===== src/rtl/fetch_stage.sv =====
// Instruction fetch stage: owns the word-addressed PC, reads the combinational
// instruction memory and fills the IF/ID register. Handles boot bubble, stall, flush, redirect and halt.
module fetch_stage #(
   parameter logic [31:0] RESET_PC  = 32'h0000_0000,
   parameter logic [31:0] HALT_WORD = 32'hFFFF_FFFF
) (
   input  logic        clk,
   input  logic        rst_n,
   input  logic        stall,
   input  logic        flush,
   input  logic        pc_src,
   input  logic [31:0] branch_target,
   output logic [31:0] imem_addr,
   input  logic [31:0] imem_data,
   output logic [31:0] if_id_instr,
   output logic [31:0] if_id_npc,
   output logic        if_id_valid,
   output logic        halted,
   output logic [31:0] fetch_count
);

   typedef enum logic [1:0] {
      S_BOOT = 2'd0,
      S_RUN  = 2'd1,
      S_HALT = 2'd2
   } state_t;

   state_t      state_q, state_d;
   logic [31:0] pc_q, pc_d;
   logic [31:0] instr_q, instr_d;
   logic [31:0] npc_q, npc_d;
   logic        valid_q, valid_d;
   logic        halted_q, halted_d;
   logic [31:0] count_q, count_d;
   logic [31:0] pc_inc_s;

   assign pc_inc_s = pc_q + 32'd1;

   // Next-state and IF/ID selection; redirect outranks stall and flush in RUN.
   always_comb begin
      state_d  = state_q;
      pc_d     = pc_q;
      instr_d  = instr_q;
      npc_d    = npc_q;
      valid_d  = valid_q;
      halted_d = halted_q;
      count_d  = count_q;
      case (state_q)
         S_BOOT: begin
            instr_d = 32'd0;
            npc_d   = 32'd0;
            valid_d = 1'b0;
            state_d = S_RUN;
         end
         S_RUN: begin
            if (pc_src) begin
               pc_d    = branch_target;
               instr_d = 32'd0;
               npc_d   = 32'd0;
               valid_d = 1'b0;
            end else if (stall && flush) begin
               instr_d = 32'd0;
               npc_d   = 32'd0;
               valid_d = 1'b0;
            end else if (stall) begin
               pc_d = pc_q;
            end else if (flush) begin
               pc_d    = pc_inc_s;
               instr_d = 32'd0;
               npc_d   = 32'd0;
               valid_d = 1'b0;
            end else begin
               instr_d = imem_data;
               npc_d   = pc_inc_s;
               valid_d = 1'b1;
               count_d = count_q + 32'd1;
               // The halt word is latched as a real instruction but the PC stays on it.
               if (imem_data == HALT_WORD) begin
                  state_d  = S_HALT;
                  halted_d = 1'b1;
               end else begin
                  pc_d = pc_inc_s;
               end
            end
         end
         S_HALT: begin
            instr_d  = 32'd0;
            npc_d    = 32'd0;
            valid_d  = 1'b0;
            halted_d = 1'b1;
         end
         default: begin
            state_d  = S_BOOT;
            instr_d  = 32'd0;
            npc_d    = 32'd0;
            valid_d  = 1'b0;
            halted_d = 1'b0;
         end
      endcase
   end

   // State, PC and IF/ID registers with synchronous active-low reset.
   always_ff @(posedge clk) begin
      if (!rst_n) begin
         state_q  <= S_BOOT;
         pc_q     <= RESET_PC;
         instr_q  <= 32'd0;
         npc_q    <= 32'd0;
         valid_q  <= 1'b0;
         halted_q <= 1'b0;
         count_q  <= 32'd0;
      end else begin
         state_q  <= state_d;
         pc_q     <= pc_d;
         instr_q  <= instr_d;
         npc_q    <= npc_d;
         valid_q  <= valid_d;
         halted_q <= halted_d;
         count_q  <= count_d;
      end
   end

   assign imem_addr   = pc_q;
   assign if_id_instr = instr_q;
   assign if_id_npc   = npc_q;
   assign if_id_valid = valid_q;
   assign halted      = halted_q;
   assign fetch_count = count_q;

endmodule


===== config.mk =====
export PLATFORM = sky130hd
export DESIGN_NAME = fetch_stage
export DESIGN_NICKNAME = d
export VERILOG_FILES = /design/src/rtl/fetch_stage.sv
export SDC_FILE = /design/constraint.sdc
export NUM_CORES = 1
export LEC_CHECK = 0
export CAP_MARGIN = 10
export CORE_MARGIN = 2
export CORE_UTILIZATION = 47
export CTS_CLUSTER_SIZE = 14
export DETAILED_ROUTE_END_ITERATION = 8
export PLACE_DENSITY = 0.92
export SLEW_MARGIN = 20
export SYNTH_ARGS = -nofsm -noshare
export SYNTH_HDL_FRONTEND = slang
export SYNTH_SLANG_ARGS = --single-unit

===== constraint.sdc =====
create_clock -name clk -period 3.2 [get_ports clk]
set_input_delay 0.64 -clock clk [delete_from_list [all_inputs] [get_ports clk]]
set_output_delay 0.64 -clock clk [all_outputs]
set_load 0.005 [all_outputs]

==> summary by stage <==
Setup path
The setup slack of the most critical reg-to-reg path is 600 ps. The critical path starts at imem_addr[1]. The worst register-to-register path ends at imem_addr[26]. The critical path launch point type is a flip-flop. The type of the worst setup path is reg -> reg. Data arrives at the worst endpoint at 2900 ps. Along the worst path, the maximum fanout reaches 6. The worst flop-to-flop path startpoint is imem_addr[1].

The type of element capturing the critical path is a flip-flop. The worst register-to-register path has a depth of 6. At the worst endpoint, the required time is 3500 ps.

Logic synthesis
The sequential element share of the synthesized area is 0.413. Of all flip-flops after synthesis, the portion carrying an async set or reset was 0. The cell area after technology mapping is 6400 sq um. Each instance of the synthesized netlist takes up on average 8.45 sq um. The register bit total from synthesis is 132.

In the synthesized netlist, the number of instances is 758. The Yosys step of the flow raised 0 warnings. The commonest register cell after synthesis is dfxtp_1. In this run, synthesis inferred 0 flip-flops with an integrated enable. Counting every net in the synthesized netlist gives 832. The number of distinct library cells after synthesis is 58.

Placement
The congestion estimate from routability-driven global placement came to 0.876. The number of port buffers is 198. The placed cell count is 1088. The placed wire-length estimate is 13500 um.

Timing
At the pin with the least slew margin, the transition time is 799 ps. Setup violations remaining at the end of the flow were counted as 0. The largest clock skew in the final design is 6.00 ps.

The final-report max-slew violation count came to 0. The clock period minus worst slack is 2600 ps. The setup TNS after final layout is 0 ps. The count of final hold-check violations is 0. The fmax is 0.385 GHz.

The final critical-path share of the clock period is 0.812. Headroom to the max-slew limit came out at 0.466. Setup repair after global routing left no endpoint under its margin.

Routing
The total iterations of the first detailed-routing run is 5. The number of routed nets with antenna violations is 0. The post-detailed-routing wire length is 20000 um. The number of DRC markers in iteration 0 is 539.

Dividing the detail-routed wire length by the instance count gives 17.9 um. For this run, design rule violations remaining after detail routing come to 0. The detailed router placed 6542 vias in this run. Dividing the detail-routed via count by the number of cells gives 5.84.

GRT
The number of antenna violations at the first check in global routing is 0. The total overflow left after global routing is 0. The via count of the first global-routing pass was 6212. The global-route total usage across every layer is 0.273. The first global-routing pass estimated 31700 um of wire.

Entering global routing, the biggest net connects 70 pins.

Cells and area
The number of non-filler instances in the completed layout is 1120. The share of cells above drive strength 1 is 0.0773. The most common cell after layout, fill and taps aside is clkdlybuf4s50_1. The top cell types in the final layout, fill and taps aside, are clkdlybuf4s50_1, dfxtp_1, nor2_1, nand2_1, a22oi_1.

The relative area change from synthesis to final layout is 41.8%. The number of antenna diodes in the final layout is 0. The net count of the finished layout is 1005.

Min path
Counting instances, the worst hold path has a depth of 2. The terminating pin of the worst hold path is if_id_npc[22]. The path type of the worst min-delay path is reg -> reg. The worst hold path begins at if_id_npc[22].

Die
The die span in y is 121 um. The floorplan core area is 13300 sq um. The die covers 14600 sq um. In this run the count of I/O pins placed on the die edge is 199. For this configuration, the core starts out at a cell density of 0.482. The initialized floorplan defines 42 standard-cell rows. Measured along the x axis, the die boundary spans 121 um.

Clocking
Gates resized during post-CTS repair numbered 0. After clock tree synthesis, the clock-pin slew on the worst setup and hold paths is 60 ps. For the worst-skew pair, the clock arrives at the later sink with an insertion delay of 420 ps.

The post-CTS repair timing setup buffer count is 0. The clock tree root driver cell is clkbuf_16. The sink count of the clock tree is 132.

No sink is reached through more buffers than the 2 on the longest clock path. The quantity of hold-fixing buffers added after cts is 0. The number of levels in the clock H-tree is 4. TritonCTS built the clock tree. The CTS buffer count is 17.

Power
The power per unit of standard cell area is 502 nW/um^2. VDD sags by at most 0.324 mV. The static leakage power is 2.99 nW.

Job
The tool flagged a number of max-cap violations equal to 0.

Outcome
The flow ran to the end, and the final reports show no timing, DRC or antenna violations.
-- critical path, cell delays in order, from the launching register on --
cell and delay [ps]:
dfxtp_1 480, ha_1 300, nand3_1 130, or4_1 720, o41a_1 480, nor3_1 250
o31ai_1 110
-- metal layers --
layer  vias to the layer above  global-route usage  routed length (um)
li1                       3096                   -                   -
met1                      3070               0.349                8400
met2                       322               0.424                9090
met3                        54              0.0741                1820
met4                         0               0.134                 711
met5                         -                   0                   0
-- metrics by stage --
step	cell area, sq um	utilization	setup slack [ps]	hold WS [ps]	total power, mW
detailed placement	8490	0.638	254	452	2.63
CTS	9080	0.683	650	460	4.57
global placement	8490	0.638	275	445	2.61
floorplan	6400	-	960	448	2.26
finish	9080	0.683	602	460	4.55
global route	9080	0.683	449	481	4.72
-- power by group --
group / total, mW / internal (mW) / switching (mW)
registers: 1.84 / 1.72 / 0.118
clock network: 1.94 / 1.22 / 0.719
logic: 0.773 / 0.371 / 0.402
total: 4.55 / 3.31 / 1.24
-- Yosys cell counts (10+ instances only) --
| library cell | count | area share |
|---|---|---|
| a22oi_1 | 49 | 0.057 |
| inv_1 | 12 | 0.0070 |
| nor3_1 | 22 | 0.017 |
| nor2_1 | 100 | 0.059 |
| nand3_1 | 30 | 0.023 |
| buf_2 | 13 | 0.010 |
| a21oi_1 | 31 | 0.024 |
| clkbuf_1 | 38 | 0.022 |
| nand4_1 | 25 | 0.024 |
| o31ai_1 | 14 | 0.016 |
| xnor2_1 | 31 | 0.042 |
| xor2_1 | 18 | 0.025 |
| dfxtp_1 | 132 | 0.41 |
| nand2_1 | 66 | 0.039 |
| nor4_1 | 14 | 0.014 |
| and3_1 | 13 | 0.013 |
| o211ai_1 | 10 | 0.012 |
| o21ai_0 | 23 | 0.018 |
-- worst max-delay path by stage --
stage                    endpoint  cells past startpoint  slack (ps)
CTS                 imem_addr[26]                      6         650
global placement    imem_addr[31]                      6         280
global route        imem_addr[26]                      6         450
floorplan           imem_addr[30]                      7         960
finish              imem_addr[26]                      6         600
detailed placement  imem_addr[31]                      6         250
-- kinds of logic (layout without fill, tap and decap cells) --
kind of cell | after synthesis | count (layout) | share of synthesized area
AO/OA/AOI/OAI | 178 | 178 | 0.194
XOR/XNOR | 49 | 49 | 0.0670
adder cells (fa/ha/maj) | 5 | 5 | 0.00977
buffers and inverters | 75 | 261 | 0.0502
flip-flops | 132 | 132 | 0.413
multiplexers | 9 | 9 | 0.0141
AND/OR/NAND/NOR | 310 | 310 | 0.252
-- state kept, by name, indices dropped and copies added, names as in the netlist --
name,flops
fetch_count,32
halted,1
if_id_valid,1
imem_addr,32
state_q,2
if_id_npc,32
if_id_instr,32
-- cell type report --
| cell class | instances | area (sq um) |
|---|---|---|
| Fill cell | 1019 | 4220 |
| Multi-Input combinational cell | 551 | 3450 |
| Sequential cell | 132 | 2640 |
| Timing Repair Buffer | 215 | 2120 |
| Clock buffer | 23 | 488 |
| Tap cell | 176 | 220 |
| Clock inverter | 9 | 101 |
| Inverter | 14 | 52.6 |
No activity file was read; power rests on OpenSTA's default activity.
